**src/rtl/pad_bidir_ctrl.sv**
```systemverilog
// pad_bidir_ctrl: core-side controller for one bidirectional tristate pad.
// Sequences direction turnaround with hi-Z dead cycles and supports
// push-pull or open-drain drive. Synchronises and glitch-filters the pad
// readback and produces edge pulses.
// Optional feature macro: PAD_CONTENTION_CHK_EN enables a sticky
// drive/readback contention flag. When it is undefined, err_contention is 0.
module pad_bidir_ctrl #(
   parameter int SYNC_STAGES = 2,
   parameter int FILT_LEN    = 4,
   parameter int TURN_CYCLES = 1
) (
   input  logic clk,
   input  logic rst,
   input  logic tx_en,
   input  logic tx_data,
   input  logic od_mode,
   output logic pad_din,
   output logic pad_oe_n,
   input  logic pad_dout,
   output logic rx_data,
   output logic rx_rise,
   output logic rx_fall,
   output logic drive_active,
   input  logic err_clr,
   output logic err_contention
);

   // Turnaround counter holds up to TURN_CYCLES. Turn-on counts TURN_CYCLES
   // state cycles. Turn-off counts one extra cycle because the pad outputs
   // lag the state by one edge. The pad therefore sees TURN_CYCLES dead
   // cycles in both directions.
   localparam int TC_W = (TURN_CYCLES < 1) ? 1 : $clog2(TURN_CYCLES + 1);
   localparam logic [TC_W-1:0] TC_LOAD_OFF = TC_W'(TURN_CYCLES);
   localparam logic [TC_W-1:0] TC_LOAD_ON  = TC_W'((TURN_CYCLES > 0) ? TURN_CYCLES - 1 : 0);
   localparam int FC_W = (FILT_LEN < 2) ? 1 : $clog2(FILT_LEN + 1);
   localparam logic [FC_W-1:0] FILT_MAX = FC_W'(FILT_LEN - 1);

   typedef enum logic [1:0] {
      S_IDLE     = 2'd0,
      S_TURN_ON  = 2'd1,
      S_DRIVE    = 2'd2,
      S_TURN_OFF = 2'd3
   } state_t;

   state_t          r_state;
   logic [TC_W-1:0] r_turn_cnt;
   logic            r_od;
   logic            r_drive_active;
   logic            r_pad_din;
   logic            r_pad_oe_n;
   logic            r_sync [SYNC_STAGES];
   logic [FC_W-1:0] r_filt_cnt;
   logic            r_rx_data;
   logic            r_rx_rise;
   logic            r_rx_fall;
   logic            w_synced;
   logic            w_blank;

   assign w_synced = r_sync[SYNC_STAGES-1];

   // Edge pulses are hidden while the core owns the line or is turning it
   // around. In open-drain DRIVE, external low-drivers must stay visible.
   assign w_blank = (r_state == S_TURN_ON) || (r_state == S_TURN_OFF) ||
                    ((r_state == S_DRIVE) && !r_od);

   // Readback synchroniser chain. It resets high to match the idle pull-up level.
   generate
      for (genvar gi = 0; gi < SYNC_STAGES; gi++) begin : g_sync
         if (gi == 0) begin : g_first
            // first stage samples the asynchronous pad readback
            always_ff @(posedge clk) begin
               if (rst) r_sync[gi] <= 1'b1;
               else     r_sync[gi] <= pad_dout;
            end
         end else begin : g_rest
            // later stages shift the value down the chain
            always_ff @(posedge clk) begin
               if (rst) r_sync[gi] <= 1'b1;
               else     r_sync[gi] <= r_sync[gi-1];
            end
         end
      end
   endgenerate

   // Direction FSM. It registers drive_active in step with the state.
   always_ff @(posedge clk) begin
      if (rst) begin
         r_state        <= S_IDLE;
         r_turn_cnt     <= '0;
         r_od           <= 1'b0;
         r_drive_active <= 1'b0;
      end else begin
         case (r_state)
            S_IDLE: begin
               if (tx_en) begin
                  r_od <= od_mode;
                  if (TURN_CYCLES == 0) begin
                     r_state        <= S_DRIVE;
                     r_drive_active <= 1'b1;
                  end else begin
                     r_state    <= S_TURN_ON;
                     r_turn_cnt <= TC_LOAD_ON;
                  end
               end
            end
            S_TURN_ON: begin
               if (!tx_en) begin
                  r_state <= S_IDLE;
               end else if (r_turn_cnt == '0) begin
                  r_state        <= S_DRIVE;
                  r_drive_active <= 1'b1;
               end else begin
                  r_turn_cnt <= r_turn_cnt - 1'b1;
               end
            end
            S_DRIVE: begin
               if (!tx_en) begin
                  r_drive_active <= 1'b0;
                  if (TURN_CYCLES == 0) begin
                     r_state <= S_IDLE;
                  end else begin
                     r_state    <= S_TURN_OFF;
                     r_turn_cnt <= TC_LOAD_OFF;
                  end
               end
            end
            S_TURN_OFF: begin
               if (tx_en) begin
                  // Re-request restarts a full turn-on, so the dead time is never shortened.
                  r_state    <= S_TURN_ON;
                  r_turn_cnt <= TC_LOAD_ON;
               end else if (r_turn_cnt == '0) begin
                  r_state <= S_IDLE;
               end else begin
                  r_turn_cnt <= r_turn_cnt - 1'b1;
               end
            end
            default: begin
               r_state        <= S_IDLE;
               r_drive_active <= 1'b0;
            end
         endcase
      end
   end

   // Pad drive registers. The line is only driven while the state is DRIVE.
   always_ff @(posedge clk) begin
      if (rst) begin
         r_pad_oe_n <= 1'b1;
         r_pad_din  <= 1'b0;
      end else if (r_state == S_DRIVE) begin
         if (r_od) begin
            r_pad_din  <= 1'b0;
            r_pad_oe_n <= tx_data;
         end else begin
            r_pad_din  <= tx_data;
            r_pad_oe_n <= 1'b0;
         end
      end else begin
         r_pad_oe_n <= 1'b1;
         r_pad_din  <= 1'b0;
      end
   end

   // Glitch filter. A new level is accepted after FILT_LEN consecutive differing samples.
   always_ff @(posedge clk) begin
      if (rst) begin
         r_filt_cnt <= '0;
         r_rx_data  <= 1'b1;
         r_rx_rise  <= 1'b0;
         r_rx_fall  <= 1'b0;
      end else begin
         r_rx_rise <= 1'b0;
         r_rx_fall <= 1'b0;
         if (w_synced != r_rx_data) begin
            if (r_filt_cnt == FILT_MAX) begin
               r_filt_cnt <= '0;
               r_rx_data  <= w_synced;
               r_rx_rise  <= w_synced && !w_blank;
               r_rx_fall  <= !w_synced && !w_blank;
            end else begin
               r_filt_cnt <= r_filt_cnt + 1'b1;
            end
         end else begin
            r_filt_cnt <= '0;
         end
      end
   end

   assign pad_din      = r_pad_din;
   assign pad_oe_n     = r_pad_oe_n;
   assign rx_data      = r_rx_data;
   assign rx_rise      = r_rx_rise;
   assign rx_fall      = r_rx_fall;
   assign drive_active = r_drive_active;

`ifdef PAD_CONTENTION_CHK_EN
   localparam int HOLD_W = $clog2(SYNC_STAGES + 2);
   localparam logic [HOLD_W-1:0] HOLD_LOAD = HOLD_W'(SYNC_STAGES + 1);

   logic [SYNC_STAGES-1:0] r_hist_din;
   logic [SYNC_STAGES-1:0] r_hist_oe_n;
   logic [HOLD_W-1:0]      r_hold;
   logic [FC_W-1:0]        r_cfilt_cnt;
   logic                   r_err;
   logic                   w_mismatch;
   logic                   w_set;

   // A driven line is expected to read back the driven value. In open-drain
   // mode the driven value is always 0, so only a readback of 1 is flagged.
   assign w_mismatch = (r_state == S_DRIVE) && (r_hold == '0) &&
                       !r_hist_oe_n[SYNC_STAGES-1] &&
                       (w_synced != r_hist_din[SYNC_STAGES-1]);
   assign w_set      = w_mismatch && (r_cfilt_cnt == FILT_MAX);

   // Delay line of driven values. It is aligned with the synchroniser latency.
   always_ff @(posedge clk) begin
      if (rst) begin
         r_hist_din  <= '0;
         r_hist_oe_n <= '1;
      end else begin
         r_hist_din  <= {r_hist_din[SYNC_STAGES-2:0], r_pad_din};
         r_hist_oe_n <= {r_hist_oe_n[SYNC_STAGES-2:0], r_pad_oe_n};
      end
   end

   // Checker hold-off after entering DRIVE, plus the consecutive-mismatch
   // filter and the sticky flag.
   always_ff @(posedge clk) begin
      if (rst) begin
         r_hold      <= HOLD_LOAD;
         r_cfilt_cnt <= '0;
         r_err       <= 1'b0;
      end else begin
         if (r_state != S_DRIVE)  r_hold <= HOLD_LOAD;
         else if (r_hold != '0)   r_hold <= r_hold - 1'b1;
         if (!w_mismatch)                 r_cfilt_cnt <= '0;
         else if (r_cfilt_cnt != FILT_MAX) r_cfilt_cnt <= r_cfilt_cnt + 1'b1;
         if (w_set)        r_err <= 1'b1;
         else if (err_clr) r_err <= 1'b0;
      end
   end

   assign err_contention = r_err;
`else
   logic w_unused_err_clr;
   assign w_unused_err_clr = err_clr;
   assign err_contention   = 1'b0;
`endif

endmodule

```
**config.mk**
```make
export PLATFORM = sky130hd
export DESIGN_NAME = pad_bidir_ctrl
export DESIGN_NICKNAME = d
export VERILOG_FILES = /design/src/rtl/pad_bidir_ctrl.sv
export SDC_FILE = /design/constraint.sdc
export NUM_CORES = 1
export LEC_CHECK = 0
export CORE_UTILIZATION = 35
export CTS_BUF_LIST = sky130_fd_sc_hd__clkbuf_2 sky130_fd_sc_hd__clkbuf_4 sky130_fd_sc_hd__clkbuf_8
export DETAILED_ROUTE_END_ITERATION = 10
export SKIP_LAST_GASP = 1
export SLEW_MARGIN = 20
export SYNTH_ARGS = -nofsm -noshare
export SYNTH_HDL_FRONTEND = slang
export SYNTH_SLANG_ARGS = --single-unit
export TNS_END_PERCENT = 1
```
**constraint.sdc**
```tcl
create_clock -name clk -period 3.8 [get_ports clk]
set_clock_uncertainty 0.2 [all_clocks]
set_input_delay 0.76 -clock clk [delete_from_list [all_inputs] [get_ports clk]]
set_output_delay 0.76 -clock clk [all_outputs]
set_load 0.01 [all_outputs]
```
=== After elaboration in Yosys (flattened, before gate mapping) ===
Memory sizes are Yosys's and may differ from the RTL's.
Index checks and enable logic that the tools add are counted.

* $add $sub $neg: 2
* Muxes and demuxes: 23
* Reductions and logical operators: 19
* Bitwise gates (word level): 5
* Equality and inequality tests: 11

{| class="wikitable"
|+ Operators by type and width
! kind !! count
|-
| $mux 1 || 14
|-
| $mux 2 || 6
|-
| $reduce_or 3->1 || 3
|-
| $ne 2x2->1 const B || 4
|-
| $pmux 2 s4 || 1
|-
| $reduce_and 4->1 || 2
|-
| $ne 3x3->1 const B || 2
|-
| $eq 2x2->1 const B || 2
|-
| $pmux 1 s4 || 1
|-
| $reduce_and 2->1 || 2
|-
| $add 3x1->3 const B || 1
|-
| $eq 3x2->1 const B || 1
|-
| $logic_and 1x1->1 || 3
|-
| $logic_not 1->1 || 3
|-
| $not 1->1 || 3
|-
| $reduce_and 3->1 || 1
|-
| $eq 2x1->1 const B || 1
|-
| $logic_not 2->1 || 1
|-
| $logic_or 1x1->1 || 2
|-
| $or 1x1->1 || 2
|-
| $pmux 1 s2 || 1
|-
| $reduce_bool 2->1 || 1
|-
| $reduce_or 2->1 || 1
|-
| $ne 1x1->1 || 1
|-
| $sub 1x1->1 const B || 1
|}

* Output and inout port bits: 7
* RAM bits: 2
* Memories: 1
* Logic and storage cells: 71
* Input bits: 7
* Flip-flop bits (word level): 13

{| class="wikitable"
|+ Memory list
! name !! words !! width !! rd ports !! clocked after Yosys merged registers in !! write ports !! line !! source
|-
| r_sync || 2 || 1 || 2 || 0 || 2 || 51 || <nowiki>logic r_sync [SYNC_STAGES];</nowiki>
|}

=== Longest topological paths before layout ===
Gate-level depths: netlist (run 1).

* Depth in word-level cells: 5
* Depth in mapped cells: 4
* Gate-level depth less buffers: 4

=== Worst setup path after synthesis (run 1) ===
No wires, ideal clock.

* Path kind: input-to-reg
* Start point: input rst
* End point: register r_rx_fall, in the netlist rx_fall
* Slack: 2.207 ns
* Data required time: 3.520 ns
* Library setup time: 0.080 ns
* Buffers on the path: 1
* Stages on the path: 4
* Data arrival time: 1.313 ns
* Path through: clkbuf_1 nor2_1 nand3b_1 nor3b_1

* Cells in the longest elaborated chain, start to end: 1

{| class="wikitable"
|+ RTL lines
! element !! line !! source
|-
| start: declaration || 13 || <nowiki>input logic rst,</nowiki>
|-
| $reduce_or 3->1 (no line) || - ||
|-
| end signal: assignment || 180 || <nowiki>r_rx_fall <= !w_synced && !w_blank;</nowiki>
|-
| end: declaration || 55 || <nowiki>logic r_rx_fall;</nowiki>
|}

Every way passes these cells.
A chain may end at the register's enable or synchronous reset.

=== Final worst setup path (run 1) ===
* Start point: register r_rx_data, in the netlist rx_data
* End point: output rx_data

{| class="wikitable"
|+ RTL lines
! element !! line !! source
|-
| start: declaration || 53 || <nowiki>logic r_rx_data;</nowiki>
|-
| start signal: assignment || 178 || <nowiki>r_rx_data <= w_synced;</nowiki>
|-
| end: declaration || 20 || <nowiki>output logic rx_data,</nowiki>
|}

No word-level cell between the ends.

==> flow_summary.ini, run 1 <==
[sta]
min_period_over_period_pct = 56.8
final-max-slew-violation-count = 0
setup_viol = 0
timing.setup.tns_ns = 0
rsz_0062_raised_after_global_routing = no
final_setup_margin_ns = 1.64
worst_hold_slack_ns = 0.223
finalCriticalPeriod_ns = 2.16
hold_viol = 0
fmax_mhz = 463

[setup_path]
crit-reg2reg-launch = r_filt_cnt[0]$_SDFF_PP0_
worstSetupStartpoint = rx_data$_SDFFE_PP1P_
crit_buf_inv = 1
setup.worst_path.start_class = register
critical_path_class = register to output pin
cell_family_with_the_largest_share_of_critical_path_delay = buffers and inverters
regToRegSetupSlack_ns = 2.30
critPathMaxStageDelay_ns = 0.55
worst_ep_arrival_time_ns = 1.20
critPathCaptureType = output pin
cp_data_required_time_ns = 2.84
cp_max_fo = 3
cp_cell_sequence = clkdlybuf4s50_1
critPathSlowestCell = sky130_fd_sc_hd__clkdlybuf4s50_1

[pwr]
power_density_over_the_cells_mw_per_mm2 = 392
power.static_leakage_nw = 0.280
vdd_drop_max_uv = 143

[routing]
via_count = 433
post_drt_via_cell_ratio = 4.87
drtIter0Drc = 9
antenna_left = 0
drt_wl_total_um = 872
firstDrtPassIters = 4
wl_per_cell_um = 9.80
remaining_drc_errors = 0

[die]
dieArea_mm2 = 0.00185
initial_core_util_pct = 38.1
num_rows = 14
die_h_um = 43.0
die-width_um = 43.0
io_pins = 14
core_mm2 = 0.00154

[synth]
synth_cell_types = 27
syn_nets = 70
synthesis.area_per_instance_um2 = 9.64
instance_count_of_the_mapped_netlist = 61
post_synthesis_register_bit_count = 15
seq_area_frac_synth_pct = 51.1
synth-warning-count = 0
post_synth_instance_area_um2 = 588

[placed_design]
gp_congestion = 0.668
port_buffers = 11
hpwlAfterDp_um = 620
pre_cts_slack_ns = 1.58

[cells_and_area]
final_nets = 83
insertedDiodeCount = 0
layout-area-overhead-vs-synth_pct = 24.0
final_layout_size_suffix_gt1_share_pct = 13.7

[clock_network]
post_cts_setup_buffer_count = 0
clock-sinks = 15
worst_setup_hold_path_clk_slew_ns = 0.09
clk_latency_ns = 0.27
tritoncts.num_buffers = 3
cts-htree-levels = 1
root_buffer = sky130_fd_sc_hd__clkbuf_4
post_cts.resized_instances = 0
cts_tree = done
post_cts_hold_buffer_count = 0
clock_path_buffers = 2

[grt]
grt_pass1_vias = 372
gr-usage-all-layers_pct = 11.8
grt_max_degree = 12
antenna_found_initial = 0
wire_length_of_the_first_global_routing_pass_um = 1530
grt_overflow_total = 0

[worst_hold_path]
timing.hold.worst.start = r_sync[0]$_DFF_P_
min_delay_worst_type = register to register

[outcome]
outcome = completed

[job]
maxCapViolCount = 0
==> where the power goes <==
part / leakage (nW) / internal [mW] / total (mW) / switching [mW]
sequential: 0.122 / 0.163 / 0.169 / 0.00636
clock: 0.0177 / 0.0390 / 0.0884 / 0.0494
combinational: 0.140 / 0.0166 / 0.0281 / 0.0115
==> flip-flops by register name (all words and copies together), names as in the netlist, named ones only <==
name / count
drive_active: 1
pad_din: 1
pad_oe_n: 1
r_filt_cnt: 3
r_od: 1
r_state: 1
r_sync: 2
r_turn_cnt: 1
rx_data: 1
rx_fall: 1
rx_rise: 1
==> layer usage <==
| layer | wire [um] | part of all wire, % | up-vias | global-route usage, % |
|---|---|---|---|---|
| met1 | 463 | 53 | 193 | 15.0 |
| met2 | 357 | 41 | 8 | 15.2 |
| met5 | 0 | 0 | - | 0 |
| met4 | 18 | 2.1 | 0 | 10.9 |
| li1 | - | - | 230 | - |
| met3 | 33 | 3.8 | 2 | 3.83 |
==> worst paths after layout <==
path | endpoint | cells after the start
worst max register to register | r_filt_cnt[0]$_SDFF_PP0_ | 4
worst min-delay path | r_sync[1]$_DFF_P_ | 1
worst min register to register | r_sync[1]$_DFF_P_ | 1
worst max-delay path | rx_data | 1
==> kinds of logic after synthesis <==
family                   count (synthesis)  share of synthesized area [%]
AND/OR/NAND/NOR                         26                           26.8
flip-flops                              15                           51.1
AO/OA/AOI/OAI                            9                           9.36
buffers and inverters                    6                           4.68
adder cells (fa/ha/maj)                  2                           4.25
other                                    1                          0.638
XOR/XNOR                                 1                           1.49
multiplexers                             1                           1.70
==> synthesized netlist by cell type, drive strengths merged <==
library cell,number,share of area (%)
clkbuf,1,0.64
a311oi,1,1.5
nand3b,2,2.6
o21bai,1,1.3
conb,1,0.64
o21ai,3,2.6
and3b,1,1.5
a2bb2oi,1,1.5
nor3,1,0.85
buf,2,2.1
dfxtp,15,51
a21oi,3,2.6
nand3,1,0.85
mux2i,1,1.7
nor2b,1,1.1
or2,2,2.1
nor2,8,6.4
nand2,2,1.3
nand2b,4,4.3
inv,3,1.9
xnor2,1,1.5
nor3b,2,2.6
nor4b,1,1.5
ha,2,4.3
or3,1,1.9
==> per-stage QoR <==
| stage | total power [mW] | util, % | area, um2 | instances |
|---|---|---|---|---|
| floorplan | 0.190 | - | 588 | 61 |
| global placement | 0.201 | 45.5 | 702 | 85 |
| detailed placement | 0.201 | 45.5 | 702 | 85 |
| CTS | 0.291 | 47.3 | 729 | 89 |
| global route | 0.305 | 47.3 | 729 | 89 |
| finish | 0.286 | 47.3 | 729 | 89 |
==> final cells by class <==
type / count / area (um2)
Fill cell: 153 / 812
Sequential cell: 15 / 300
Multi-Input combinational cell: 40 / 260
Timing Repair Buffer: 11 / 110
Clock buffer: 3 / 22.5
Tap cell: 16 / 20.0
Inverter: 3 / 11.3
Clock inverter: 1 / 5.00
==> placed cells by master (no fill, tap or decap) <==
cell | netlist | routed
sky130_fd_sc_hd__dfxtp_1 | 15 | 15
sky130_fd_sc_hd__clkdlybuf4s50_1 | 0 | 11
sky130_fd_sc_hd__nor2_1 | 5 | 5
sky130_fd_sc_hd__nand2b_1 | 4 | 4
sky130_fd_sc_hd__inv_1 | 3 | 3
sky130_fd_sc_hd__o21ai_0 | 3 | 3
sky130_fd_sc_hd__a21oi_1 | 3 | 3
sky130_fd_sc_hd__nor2_2 | 3 | 3
sky130_fd_sc_hd__clkbuf_4 | 0 | 3
sky130_fd_sc_hd__or2_2 | 2 | 2
sky130_fd_sc_hd__nor3b_1 | 2 | 2
sky130_fd_sc_hd__nand2_1 | 2 | 2
sky130_fd_sc_hd__nand3b_1 | 2 | 2
sky130_fd_sc_hd__ha_1 | 2 | 2
sky130_fd_sc_hd__nor2b_1 | 1 | 1
sky130_fd_sc_hd__a2bb2oi_1 | 1 | 1
sky130_fd_sc_hd__mux2i_1 | 1 | 1
sky130_fd_sc_hd__and3b_1 | 1 | 1
sky130_fd_sc_hd__o21bai_1 | 1 | 1
sky130_fd_sc_hd__nor4b_1 | 1 | 1
sky130_fd_sc_hd__nand3_1 | 1 | 1
sky130_fd_sc_hd__xnor2_1 | 1 | 1
sky130_fd_sc_hd__or3_4 | 1 | 1
sky130_fd_sc_hd__nor3_1 | 1 | 1
sky130_fd_sc_hd__a311oi_1 | 1 | 1
sky130_fd_sc_hd__conb_1 | 1 | 1
sky130_fd_sc_hd__clkinv_2 | 0 | 1
Note: power is estimated with default switching activity, not from simulation.
==> run 2, diff against run 1 <==
==> constraint.sdc (replaced) <==
create_clock -name clk -period 1.8 [get_ports clk]
set_clock_uncertainty 0.2 [all_clocks]
set_input_delay 0.36 -clock clk [delete_from_list [all_inputs] [get_ports clk]]
set_output_delay 0.36 -clock clk [all_outputs]
set_load 0.01 [all_outputs]
==> run 2 against run 1 <==
Sequential cell count unchanged. Worst hold slack got worse by 0.0045 ns. First-iteration DRC count fell by 56%. Cell area grew 3.8%. Core utilization rose by 1.8 points. Critical path depth stayed put. Total power increased by 120%. Via count rose by 0.46%. Critical endpoint is now drive_active. Highest routed layer is now met3.
==> flow_summary.ini, run 2 (same netlist as run 1, synthesis figures left out) <==
[placed_design]
port_buffers = 11
dpl.cell_count = 88
placement.cell_area_um2 = 724
pre_cts_slack_ns = 0.0792
hpwlAfterDp_um = 666
gp_congestion = 0.676

[setup_path]
cp_data_required_time_ns = 1.24
worstSetupPathDepth = 1
critPathSlowestCell = sky130_fd_sc_hd__clkdlybuf4s50_1
setup.worst_path.start_class = register
timing.reg2reg.worst_path_depth = 4
cp_max_fo = 3
crit-reg2reg-launch = r_filt_cnt[0]$_SDFF_PP0_
worst_ep_arrival_time_ns = 1.17
worst_r2r_endpoint = r_filt_cnt[1]$_SDFF_PP0_
critPathMaxStageDelay_ns = 0.54
crit_path_end = drive_active
critPathCaptureType = output pin
worstSetupStartpoint = drive_active$_SDFFE_PP0P_
critical_path_class = register to output pin
cell_family_with_the_largest_share_of_critical_path_delay = buffers and inverters
cp_cell_sequence = clkdlybuf4s50_1
regToRegSetupSlack_ns = 0.30
crit_buf_inv = 1

[pwr]
net-switching-power_mw = 0.140
vdd_drop_max_uv = 462
seqPwrFrac_pct = 57.3
combPwrFrac_pct = 10.2
power.static_leakage_nw = 0.295
clock_power_share_pct = 32.5
p_sw_share_pct = 22.5
cellInternalPower_mw = 0.484
fin_total_pwr_mw = 0.625
power_density_over_the_cells_mw_per_mm2 = 825

[die]
initial_core_util_pct = 38.1
core_mm2 = 0.00154
dieArea_mm2 = 0.00185
num_rows = 14
die-width_um = 43.0
io_pins = 14
die_h_um = 43.0

[cells_and_area]
layout-area-overhead-vs-synth_pct = 28.7
area_taken_by_multi_input_logic_gates_um2 = 260
leading_cell_type_in_the_layout_fill_and_taps_excluded = sky130_fd_sc_hd__dfxtp_1
insertedDiodeCount = 0
final_area_um2 = 757
final_util_pct = 49.1
layout_common_cells = sky130_fd_sc_hd__dfxtp_1, sky130_fd_sc_hd__clkdlybuf4s50_1, sky130_fd_sc_hd__nor2_1
final_nets = 86
largest_register_ff_count = 3
finish.cell_count_without_fillers = 92
fillerInstances = 142
largest-register = r_filt_cnt
layout.area.seq_um2 = 300
top_regs = r_filt_cnt x3, r_sync x2
final_layout_size_suffix_gt1_share_pct = 17.1

[routing]
antenna_left = 0
remaining_drc_errors = 0
drt_wl_total_um = 888
post_drt_via_cell_ratio = 4.73
drtIter0Drc = 4
wl_per_cell_um = 9.65
via_count = 435
firstDrtPassIters = 2

[sta]
fmax_mhz = 577
finalCriticalPeriod_ns = 1.73
hold_viol = 0
final-max-slew-violation-count = 0
final_setup_margin_ns = 0.0662
worst_hold_slack_ns = 0.219
rsz_0062_raised_after_global_routing = no
min_period_over_period_pct = 96.3
setup_viol = 0
timing.setup.tns_ns = 0

[clock_network]
cts-htree-levels = 1
worst_setup_hold_path_clk_slew_ns = 0.09
clock_path_buffers = 2
cts_tree = done
clock-sinks = 15
tritoncts.num_buffers = 3
clk_latency_ns = 0.27
post_cts_hold_buffer_count = 0
root_buffer = sky130_fd_sc_hd__clkbuf_4

[grt]
grt_max_degree = 11
grt_pass1_vias = 362
grt_use_met2_pct = 15.2
met3_usage_pct = 4.26
antenna_found_initial = 0
gr-max-usage-layer = met1
wire_length_of_the_first_global_routing_pass_um = 1520
gr-usage-all-layers_pct = 11.3
grt_overflow_total = 0
globalRouteMet1Util_pct = 15.8

[outcome]
outcome = completed

[job]
maxCapViolCount = 0

[worst_hold_path]
min_delay_worst_type = register to register
hold_path_depth = 1
-- run 2: cell count changes in the layout (fill, tap and decap cells not counted) --
cell	previous run	this run
sky130_fd_sc_hd__clkdlybuf4s50_1	11	10
sky130_fd_sc_hd__dlymetal6s2s_1	0	1
sky130_fd_sc_hd__buf_4	0	3
sky130_fd_sc_hd__clkbuf_4	3	4
sky130_fd_sc_hd__clkinv_2	1	0
-- run 2: worst register-to-register path, delay by kind of cell (launching register included) --
| kind | cells | cell delay (ns) |
|---|---|---|
| adder cells (fa/ha/maj) | 2 | 0.43 |
| flip-flops | 1 | 0.33 |
| AND/OR/NAND/NOR | 2 | 0.50 |
-- run 2: how the worst min path moves through the flow --
stage / from / end / slack, ns
2_1_floorplan: r_sync[0]$_DFF_P_ / r_sync[1]$_DFF_P_ / 0.19
3_3_place_gp: r_sync[0]$_DFF_P_ / r_sync[1]$_DFF_P_ / 0.19
3_5_place_dp: r_sync[0]$_DFF_P_ / r_sync[1]$_DFF_P_ / 0.20
4_1_cts: r_sync[0]$_DFF_P_ / r_sync[1]$_DFF_P_ / 0.22
5_1_grt: r_sync[0]$_DFF_P_ / r_sync[1]$_DFF_P_ / 0.23
6_report: r_sync[0]$_DFF_P_ / r_sync[1]$_DFF_P_ / 0.22
-- run 2: routing by layer --
layer,vias to the layer above,wire length [um],part of all wire (%)
met5,-,0,0
met4,0,0,0
met3,0,42,4.7
met2,8,376,42
met1,195,469,53
li1,232,-,-
-- run 2: area by class of cell --
cell class	count	area share, %
repair buffers	14	17.9
inverters	3	1.49
multi-input cells	40	34.4
flip-flops and latches	15	39.7
clock buffers	4	3.97
well taps	16	2.64
-- run 2: power groups by stage --
stage	sequential, mW	combinational (mW)	clock (mW)
after floorplan	0.361	0.0388	0
after global placement	0.365	0.0636	0
after detailed placement	0.366	0.0642	0
after CTS	0.358	0.0645	0.212
after global routing	0.360	0.0710	0.225
final	0.358	0.0637	0.203
-- run 2: what timing repair did --
item | CTS | global route
setup buffers | 0 | 0
gates resized for setup | 0 | 1
hold endpoints to repair | 0 | 0
endpoints found under the setup margin | 0 | 1
